<file path="src/rtl/inv3f_mem_writer_if.sv">
// Handshake and memory-write bundle for inv3f_mem_writer.
//   master : drives start, in_valid, in_data; observes everything else
//   slave  : the writer itself; accepts coefficients and emits memory writes
//   start/in_valid/in_data  : load request and coefficient stream (in_data signed 16b)
//   in_ready                : writer accepts in_data this cycle
//   write_enable/write_address/input_data : memory write port
//   busy/done               : status, done is a one-cycle completion pulse
interface inv3f_mem_writer_if #(
  parameter int unsigned RAM_WIDTH     = 13,
  parameter int unsigned RAM_ADDR_BITS = 11
);
  logic                     start;
  logic                     in_valid;
  logic [15:0]              in_data;
  logic                     in_ready;
  logic                     write_enable;
  logic [RAM_ADDR_BITS-1:0] write_address;
  logic [RAM_WIDTH-1:0]     input_data;
  logic                     busy;
  logic                     done;

  modport master (
    output start, in_valid, in_data,
    input  in_ready, write_enable, write_address, input_data, busy, done
  );

  modport slave (
    input  start, in_valid, in_data,
    output in_ready, write_enable, write_address, input_data, busy, done
  );
endinterface

</file>
<file path="src/rtl/inv3f_mem_writer.sv">
// Loads P signed coefficients into a memory, reducing each into [0, Q-1].
// Every accepted coefficient is written one cycle later at the next address.
//   clk, rst_n : clock and asynchronous active-low reset
//   bus        : inv3f_mem_writer_if slave (start/in_valid/in_data in;
//                in_ready, write_enable, write_address, input_data, busy, done out)
// Optional feature: define INV3F_ZERO_PAD_EN to zero-fill addresses P..2^RAM_ADDR_BITS-1
// after the last coefficient.
module inv3f_mem_writer #(
  parameter int unsigned P             = 757,
  parameter int unsigned Q             = 4591,
  parameter int unsigned RAM_WIDTH     = 13,
  parameter int unsigned RAM_ADDR_BITS = 11
) (
  input  logic                  clk,
  input  logic                  rst_n,
  inv3f_mem_writer_if.slave     bus
);

  localparam int unsigned CNT_W     = RAM_ADDR_BITS + 1;
  // Smallest multiple of Q that lifts any 16-bit signed value to non-negative.
  localparam int unsigned BIAS      = ((32768 + Q - 1) / Q) * Q;
  localparam int unsigned ADDR_LAST = (32'(1) << RAM_ADDR_BITS) - 1;

  typedef enum logic [1:0] {IDLE, LOAD, PAD, FLUSH} state_e;

`ifdef INV3F_ZERO_PAD_EN
  localparam state_e AFTER_LOAD = (P <= ADDR_LAST) ? PAD : FLUSH;
`else
  localparam state_e AFTER_LOAD = FLUSH;
`endif

  state_e                   state_q, state_d;
  logic [CNT_W-1:0]         cnt_q, cnt_d;
  logic                     in_ready_q, in_ready_d;
  logic                     write_enable_q, write_enable_d;
  logic [RAM_ADDR_BITS-1:0] write_address_q, write_address_d;
  logic [RAM_WIDTH-1:0]     input_data_q, input_data_d;
  logic                     busy_q, busy_d;
  logic                     done_q, done_d;

  logic signed [31:0]       coef_ext;
  logic [31:0]              coef_biased;
  logic [RAM_WIDTH-1:0]     coef_frozen;

  // Coefficient freeze: bias into the non-negative range, then reduce mod Q.
  always_comb begin
    coef_ext    = 32'(signed'(bus.in_data));
    coef_biased = unsigned'(coef_ext) + BIAS;
    coef_frozen = RAM_WIDTH'(coef_biased % Q);
  end

  // Next-state and registered-output logic.
  always_comb begin
    state_d         = state_q;
    cnt_d           = cnt_q;
    write_enable_d  = 1'b0;
    write_address_d = write_address_q;
    input_data_d    = input_data_q;
    done_d          = 1'b0;

    case (state_q)
      IDLE: begin
        if (bus.start) begin
          state_d = LOAD;
          cnt_d   = '0;
        end
      end
      LOAD: begin
        if (bus.in_valid && in_ready_q) begin
          write_enable_d  = 1'b1;
          write_address_d = RAM_ADDR_BITS'(cnt_q);
          input_data_d    = coef_frozen;
          cnt_d           = cnt_q + CNT_W'(1);
          if (cnt_q == CNT_W'(P - 1)) state_d = AFTER_LOAD;
        end
      end
      PAD: begin
        write_enable_d  = 1'b1;
        write_address_d = RAM_ADDR_BITS'(cnt_q);
        input_data_d    = '0;
        cnt_d           = cnt_q + CNT_W'(1);
        if (cnt_q == CNT_W'(ADDR_LAST)) state_d = FLUSH;
      end
      FLUSH: begin
        // The final write is on the bus this cycle; done follows it.
        state_d = IDLE;
        done_d  = 1'b1;
      end
      default: state_d = IDLE;
    endcase

    // Status flags are registered from the next state so they track state_q exactly.
    in_ready_d = (state_d == LOAD) && (cnt_d < CNT_W'(P));
    busy_d     = (state_d != IDLE);
  end

  always_ff @(posedge clk or negedge rst_n) begin
    if (!rst_n) begin
      state_q         <= IDLE;
      cnt_q           <= '0;
      in_ready_q      <= 1'b0;
      write_enable_q  <= 1'b0;
      write_address_q <= '0;
      input_data_q    <= '0;
      busy_q          <= 1'b0;
      done_q          <= 1'b0;
    end else begin
      state_q         <= state_d;
      cnt_q           <= cnt_d;
      in_ready_q      <= in_ready_d;
      write_enable_q  <= write_enable_d;
      write_address_q <= write_address_d;
      input_data_q    <= input_data_d;
      busy_q          <= busy_d;
      done_q          <= done_d;
    end
  end

  assign bus.in_ready      = in_ready_q;
  assign bus.write_enable  = write_enable_q;
  assign bus.write_address = write_address_q;
  assign bus.input_data    = input_data_q;
  assign bus.busy          = busy_q;
  assign bus.done          = done_q;

endmodule
</file>
<file path="src/flat_wrapper.sv">
// flat-port wrapper written by rule: the top's interface ports become plain ports
module inv3f_mem_writer_flat 
#(
  parameter int unsigned P             = 757,
  parameter int unsigned Q             = 4591,
  parameter int unsigned RAM_WIDTH     = 13,
  parameter int unsigned RAM_ADDR_BITS = 11
)
  (clk, rst_n, bus_start, bus_in_valid, bus_in_data, bus_in_ready, bus_write_enable, bus_write_address, bus_input_data, bus_busy, bus_done);
  inv3f_mem_writer_if #(.RAM_WIDTH(RAM_WIDTH), .RAM_ADDR_BITS(RAM_ADDR_BITS)) bus_i ();
  input  logic clk;
  input  logic rst_n;
  input wire logic [$bits(bus_i.start)-1:0] bus_start;
  input wire logic [$bits(bus_i.in_valid)-1:0] bus_in_valid;
  input wire logic [$bits(bus_i.in_data)-1:0] bus_in_data;
  output wire logic [$bits(bus_i.in_ready)-1:0] bus_in_ready;
  output wire logic [$bits(bus_i.write_enable)-1:0] bus_write_enable;
  output wire logic [$bits(bus_i.write_address)-1:0] bus_write_address;
  output wire logic [$bits(bus_i.input_data)-1:0] bus_input_data;
  output wire logic [$bits(bus_i.busy)-1:0] bus_busy;
  output wire logic [$bits(bus_i.done)-1:0] bus_done;
  assign bus_i.start = bus_start;
  assign bus_i.in_valid = bus_in_valid;
  assign bus_i.in_data = bus_in_data;
  assign bus_in_ready = bus_i.in_ready;
  assign bus_write_enable = bus_i.write_enable;
  assign bus_write_address = bus_i.write_address;
  assign bus_input_data = bus_i.input_data;
  assign bus_busy = bus_i.busy;
  assign bus_done = bus_i.done;
  inv3f_mem_writer #(.P(P), .Q(Q), .RAM_WIDTH(RAM_WIDTH), .RAM_ADDR_BITS(RAM_ADDR_BITS)) u_core (.clk(clk), .rst_n(rst_n), .bus(bus_i));
endmodule
</file>
<file path="config.mk">
export PLATFORM = sky130hd
export DESIGN_NAME = inv3f_mem_writer_flat
export DESIGN_NICKNAME = d
export VERILOG_FILES = /design/src/rtl/inv3f_mem_writer_if.sv /design/src/rtl/inv3f_mem_writer.sv /design/src/flat_wrapper.sv
export SDC_FILE = /design/constraint.sdc
export NUM_CORES = 1
export LEC_CHECK = 0
export CAP_MARGIN = 10
export CORE_MARGIN = 3
export CORE_UTILIZATION = 40
export CTS_CLUSTER_DIAMETER = 100
export DETAILED_ROUTE_END_ITERATION = 8
export PLACE_DENSITY_LB_ADDON = 0.15
export SLEW_MARGIN = 20
export SYNTH_ARGS = -nofsm -noshare
export SYNTH_HDL_FRONTEND = slang
export SYNTH_SLANG_ARGS = --single-unit
</file>
<file path="constraint.sdc">
create_clock -name clk -period 2.75 [get_ports clk]
set_clock_uncertainty 0.05 [all_clocks]
set_input_delay 0.55 -clock clk [delete_from_list [all_inputs] [get_ports clk]]
set_output_delay 0.55 -clock clk [all_outputs]
set_load 0.1 [all_outputs]
</file>
# Word level (Yosys, flattened, before mapping)
# Index checks and enable logic that the tools add are counted.
# Widths: inputs -> output; s select.
[word_totals]
register_bits = 42
in_bits = 20
output_inout_bits = 28
[op_classes]
addsub = 2
div_mod_pow = 1
magnitude_cmp = 1
n_eq_ne = 7
mux = 15
n_reduce_logical = 6
[op_table]
columns = ["operator", "count"]
rows = [
  ["$pmux 12 s3", 1],
  ["$mod 32x13->32 const B", 1],
  ["$pmux 13 s2", 1],
  ["$mux 12", 2],
  ["$pmux 11 s2", 1],
  ["$add 16x17->18 const B", 1],
  ["$mux 13", 1],
  ["$add 12x1->12 const B", 1],
  ["$eq 12x10->1 const B", 1],
  ["$eq 12x11->1 const B", 1],
  ["$lt 12x10->1 const B", 1],
  ["$mux 11", 1],
  ["$mux 2", 4],
  ["$pmux 2 s4", 1],
  ["$eq 2x1->1 const B", 2],
  ["$eq 2x2->1 const B", 2],
  ["$reduce_bool 2->1", 2],
  ["$logic_and 1x1->1", 2],
  ["$logic_not 2->1", 1],
  ["$mux 1", 2],
  ["$ne 2x1->1 const B", 1],
  ["$pmux 1 s2", 1],
  ["$reduce_and 2->1", 1],
]

# Depth between registers and ports, before layout
[depth]
depth_word = 6
mapped_depth = 30

# Worst setup path after synthesis
# OpenSTA, ideal clock, no wires.
[synth_path]
kind = "input -> register"
start = "input port bus_in_data[3]"
end = "register u_core.input_data_q[2], in the netlist u_core.bus.input_data[2]"
setup_time_ns = 0.123
t_arrival_ns = 6.470
t_required_ns = 2.577
slack_ns = -3.893
path_stages = 28
n_path_buf = 2
cell_sequence = "clkbuf_1 inv_1 ha_1 or3b_4 a21oi_4 xor2_4 o21ai_2 o31a_4 nor3_2 mux2_2 o21ai_0 o32ai_2 nor2_1 ha_1 buf_1 nand3_1 mux2i_1 nor3_2 nor3_1 nor2_4 xnor2_1 ha_1 inv_1 nand3_1 o211ai_2 a21o_2 or3_1 a32o_1"
[synth_via]
elab_chain_cells = 4
[synth_lines]
columns = ["element", "line", "rtl"]
rows = [
  ["start, declared", "flat_wrapper.sv:15", "input wire logic [$bits(bus_i.in_data)-1:0] bus_in_data;"],
  ["$add 16x17->18", "inv3f_mem_writer.sv:48", "coef_biased = unsigned'(coef_ext) + BIAS;"],
  ["$mod 32x13->32", "inv3f_mem_writer.sv:49", "coef_frozen = RAM_WIDTH'(coef_biased % Q);"],
  ["$mux 13", "inv3f_mem_writer.sv:69", "if (bus.in_valid && in_ready_q) begin"],
  ["$pmux 13 s2", "inv3f_mem_writer.sv:61", "case (state_q)"],
  ["end signal, assigned", "inv3f_mem_writer.sv:113", "input_data_q <= input_data_d;"],
  ["end, declared", "inv3f_mem_writer.sv:37", "logic [RAM_WIDTH-1:0] input_data_q, input_data_d;"],
]
# Every way passes these cells. The select of a mux whose other input is x is not followed.
# A chain may end at the register's enable or synchronous reset.

# Final worst setup path
[layout_path]
start = "input port bus_in_data[11]"
end = "register u_core.input_data_q[10], in the netlist u_core.bus.input_data[10]"
# Same word-level chain as after synthesis.

==> run_results.csv <==
group,metric,value,unit
worst_setup_path,worst_path_max_delay_cell,"or4_4",
pwr,powerDensity,670,nW/µm²
worst_setup_path,arrival,5790,ps
floorplanning,die_h,114,µm
synth,synth_flop_cell,"dfrtp_1",
pwr,worst_ir_drop_vdd,1.13,mV
drt,via_per_inst,5.61,
finish,fill_cells,904,
worst_setup_path,cp_top_family,"simple AND/OR/NAND/NOR gates",
synth,seq_area_frac_synth,22.6,%
worst_setup_path,cp-start-kind,"input port",
sta,worst_hold_slack,357,ps
job,drv_cap,0,
worst_setup_path,worstSetupPathType,"input port to flip-flop",
worst_setup_path,critPathBufInv,4,
finish,antenna_cells,0,
clock_network,cts_tree,"done",
worst_setup_path,r2r_end,"u_core.bus.in_ready$_DFF_PN0_",
worst_setup_path,critPathCaptureType,"flip-flop",
floorplanning,start_util,41.8,%
sta,tightestPinTransition,946,ps
outcome,status,"complete, but fails checks",
global_route,gr-total-overflow,0,
sta,fin_crit_sh,206,%
finish,drive_gt1_share,49.4,%
sta,slew_viol_final,0,
drt,drt_iter0_drc,309,
sta,rsz0062_at_grt,"true",
sta,setup_viol,13,
synth,synth_edf_count,0,
min_path,min_path_type,"input port to asynchronous set/reset pin",
clock_network,cts_sinks,42,
sta,final.setup.worst_slack,-2920,ps
finish,area_delta_synth_final,66.0,%
synth,syn_inst,573,
worst_setup_path,cpPeakStageDelay,550,ps
synth,yosysWarnings,0,
place,port_buffers,47,
clock_network,cts_root_buf,"clkbuf_16",
finish,nets,883,
clock_network,htreeDepth,2,
floorplanning,rows,38,
synth,synth_area,4650,µm²
clock_network,clock_path_buffers,2,
worst_setup_path,r2r-start,"u_core.state_q[0]$_DFF_PN0_",
drt,vias,5578,
synth,syn-num-nets,602,
global_route,grt_max_degree,43,
clock_network,clk_pin_slew_worst_paths,60,ps
outcome,violations,"setup timing",
sta,finalHoldViolCount,0,
drt,wirelength,16800,µm
clock_network,clkLatencyLatePin,280,ps
floorplanning,die_w,114,µm
synth,ys_async_sr_fraction,100,%
synth,avgSynthCellArea,8.12,µm²
global_route,antenna_found_initial,0,
worst_setup_path,reg2reg_slack,130,ps
drt,wire_per_inst,16.9,µm
drt,first_pass_iters,4,
worst_setup_path,critPathMaxFanout,5,
synth,synth_cell_type_count,97,
floorplanning,ios,48,
drt,postRouteAntennaNets,0,
place,place_congestion,0.921,
sta,min_period,5670,ps
sta,fmax,176,MHz
global_route,grt_pass1_vias,5515,
global_route,grt_usage,25.1,%
finish,stdcell_count,995,
floorplanning,core,11100,µm²
synth,ys_ff_latch,42,
place,placed_cells,941,
floorplanning,die_area,13000,µm²
worst_setup_path,rr_worst_depth,10,
pwr,p_leak,0.00340,µW
place,hpwlAfterDp,12700,µm
clock_network,cts_buffers,5,
drt,drc,0,
worst_setup_path,cp.required,2870,ps
sta,maxSlewHeadroom,36.9,%
global_route,grt_pass1_wl,27000,µm
-- cell families (layout without fill, tap and decap cells) --
| logic type | after synthesis | in the layout | share of synthesized area [%] |
|---|---|---|---|
| AND/OR/NAND/NOR | 256 | 256 | 29.4 |
| AO/OA/AOI/OAI | 184 | 184 | 31.0 |
| flip-flops | 42 | 42 | 22.6 |
| XOR/XNOR | 34 | 34 | 7.29 |
| buffers and inverters | 30 | 312 | 3.15 |
| multiplexers | 17 | 17 | 3.95 |
| adder cells (fa/ha/maj) | 10 | 10 | 2.63 |
-- state kept, by name (all words and copies together) (netlist names) --
register and cells:
u_core.bus.in_ready 1, u_core.bus.write_enable 1, u_core.state_q 2, u_core.bus.done 1, u_core.bus.write_address 11, u_core.cnt_q 12, u_core.bus.busy 1, u_core.bus.input_data 13
-- synthesized netlist by cell type (8+ instances only) --
cell      number  area, µm²
nor2_1        64        240
nand2_1       61        229
dfrtp_1       42       1050
o21ai_0       42        210
xnor2_1       26        228
nor3_1        20        100
a21oi_1       19       95.1
nand3_1       19       95.1
nand4_1       13       81.3
inv_1         12       45.0
mux2_2        11        124
a211oi_1      10       75.1
and2_1        10       62.6
and3_1        10       62.6
o21ai_1       10       50.1
ha_1           9        113
o211ai_1       8       60.1
o21a_1         8       60.1
or2_2          8       50.1
or3_1          8       50.1
-- area by class of cell --
type                            instances  area (µm²)  area share, %
Multi-Input combinational cell        501        3980           51.6
Tap cell                              140         175           2.27
Clock buffer                            7         133           1.72
Sequential cell                        42        1050           13.6
Timing Repair Buffer                  292        2300           29.8
Clock inverter                          1        30.0          0.389
Inverter                               12        50.0          0.648
-- where the power goes --
| group | switching (µW) | internal, µW |
|---|---|---|
| clock | 239 | 429 |
| combinational | 2180 | 1450 |
| sequential | 111 | 760 |
| total | 2530 | 2640 |
-- layout by cell type (no fill, tap or decap), drive strengths merged, types with 5 or more instances in the layout --
cell and n:
a22oi 5, a31oi 7, or3 8, ha 9
o211ai 9, mux2 11, xor2 7, nand4 14
dfrtp 42, o21a 9, o31ai 6, a21o 8
a211oi 12, nand3 19, and2 10, a21oi 22
xnor2 27, o31a 5, and3 12, mux2i 6
clkdlybuf4s50 9, a21boi 6, nor3 25, buf 279
or2 9, nand2 61, nor2 65, inv 12
nor2b 7, clkbuf 10, o21ai 54
-- per-layer routing --
layer | global-route usage [%] | up-vias | wire (µm)
met2 | 44.4 | 104 | 8700
met1 | 32.8 | 2720 | 7290
met5 | 0 | - | 0
met3 | 3.40 | 25 | 518
li1 | - | 2729 | -
met4 | 4.75 | 0 | 261
-- metrics by stage --
step | cell area (µm²) | total power [µW] | worst slack [ps] | utilization, % | TNS (ps)
after floorplan | 4820 | 2960 | -3270 | - | -39470
after global placement | 6770 | 4060 | -3570 | 60.9 | -45350
after detailed placement | 6770 | 4110 | -3550 | 60.9 | -45480
after CTS | 7290 | 4900 | -2750 | 65.5 | -34820
after global routing | 7720 | 5440 | -3090 | 69.4 | -39130
final | 7720 | 5170 | -2920 | 69.4 | -36710
-- worst max-delay path by stage --
stage / startpoint / to / slack (ps) / depth (start not counted)
2_1_floorplan: bus_in_data[8] / u_core.bus.input_data[2]$_DFFE_PN0P_ / -3270 / 27
3_3_place_gp: bus_in_data[3] / u_core.bus.input_data[9]$_DFFE_PN0P_ / -3570 / 28
3_5_place_dp: bus_in_data[3] / u_core.bus.input_data[2]$_DFFE_PN0P_ / -3550 / 24
4_1_cts: bus_in_data[11] / u_core.bus.input_data[4]$_DFFE_PN0P_ / -2750 / 26
5_1_grt: bus_in_data[11] / u_core.bus.input_data[1]$_DFFE_PN0P_ / -3090 / 25
6_report: bus_in_data[11] / u_core.bus.input_data[10]$_DFFE_PN0P_ / -2920 / 25
-- what timing repair did --
| item | in CTS | in global routing |
|---|---|---|
| hold buffers | 0 | 0 |
| setup buffers | 17 | 32 |
| pin swaps | 23 | 64 |
| endpoints found under the setup margin | 13 | 13 |
| gates resized for setup | 69 | 56 |
Note: power is estimated with default switching activity, not from simulation.
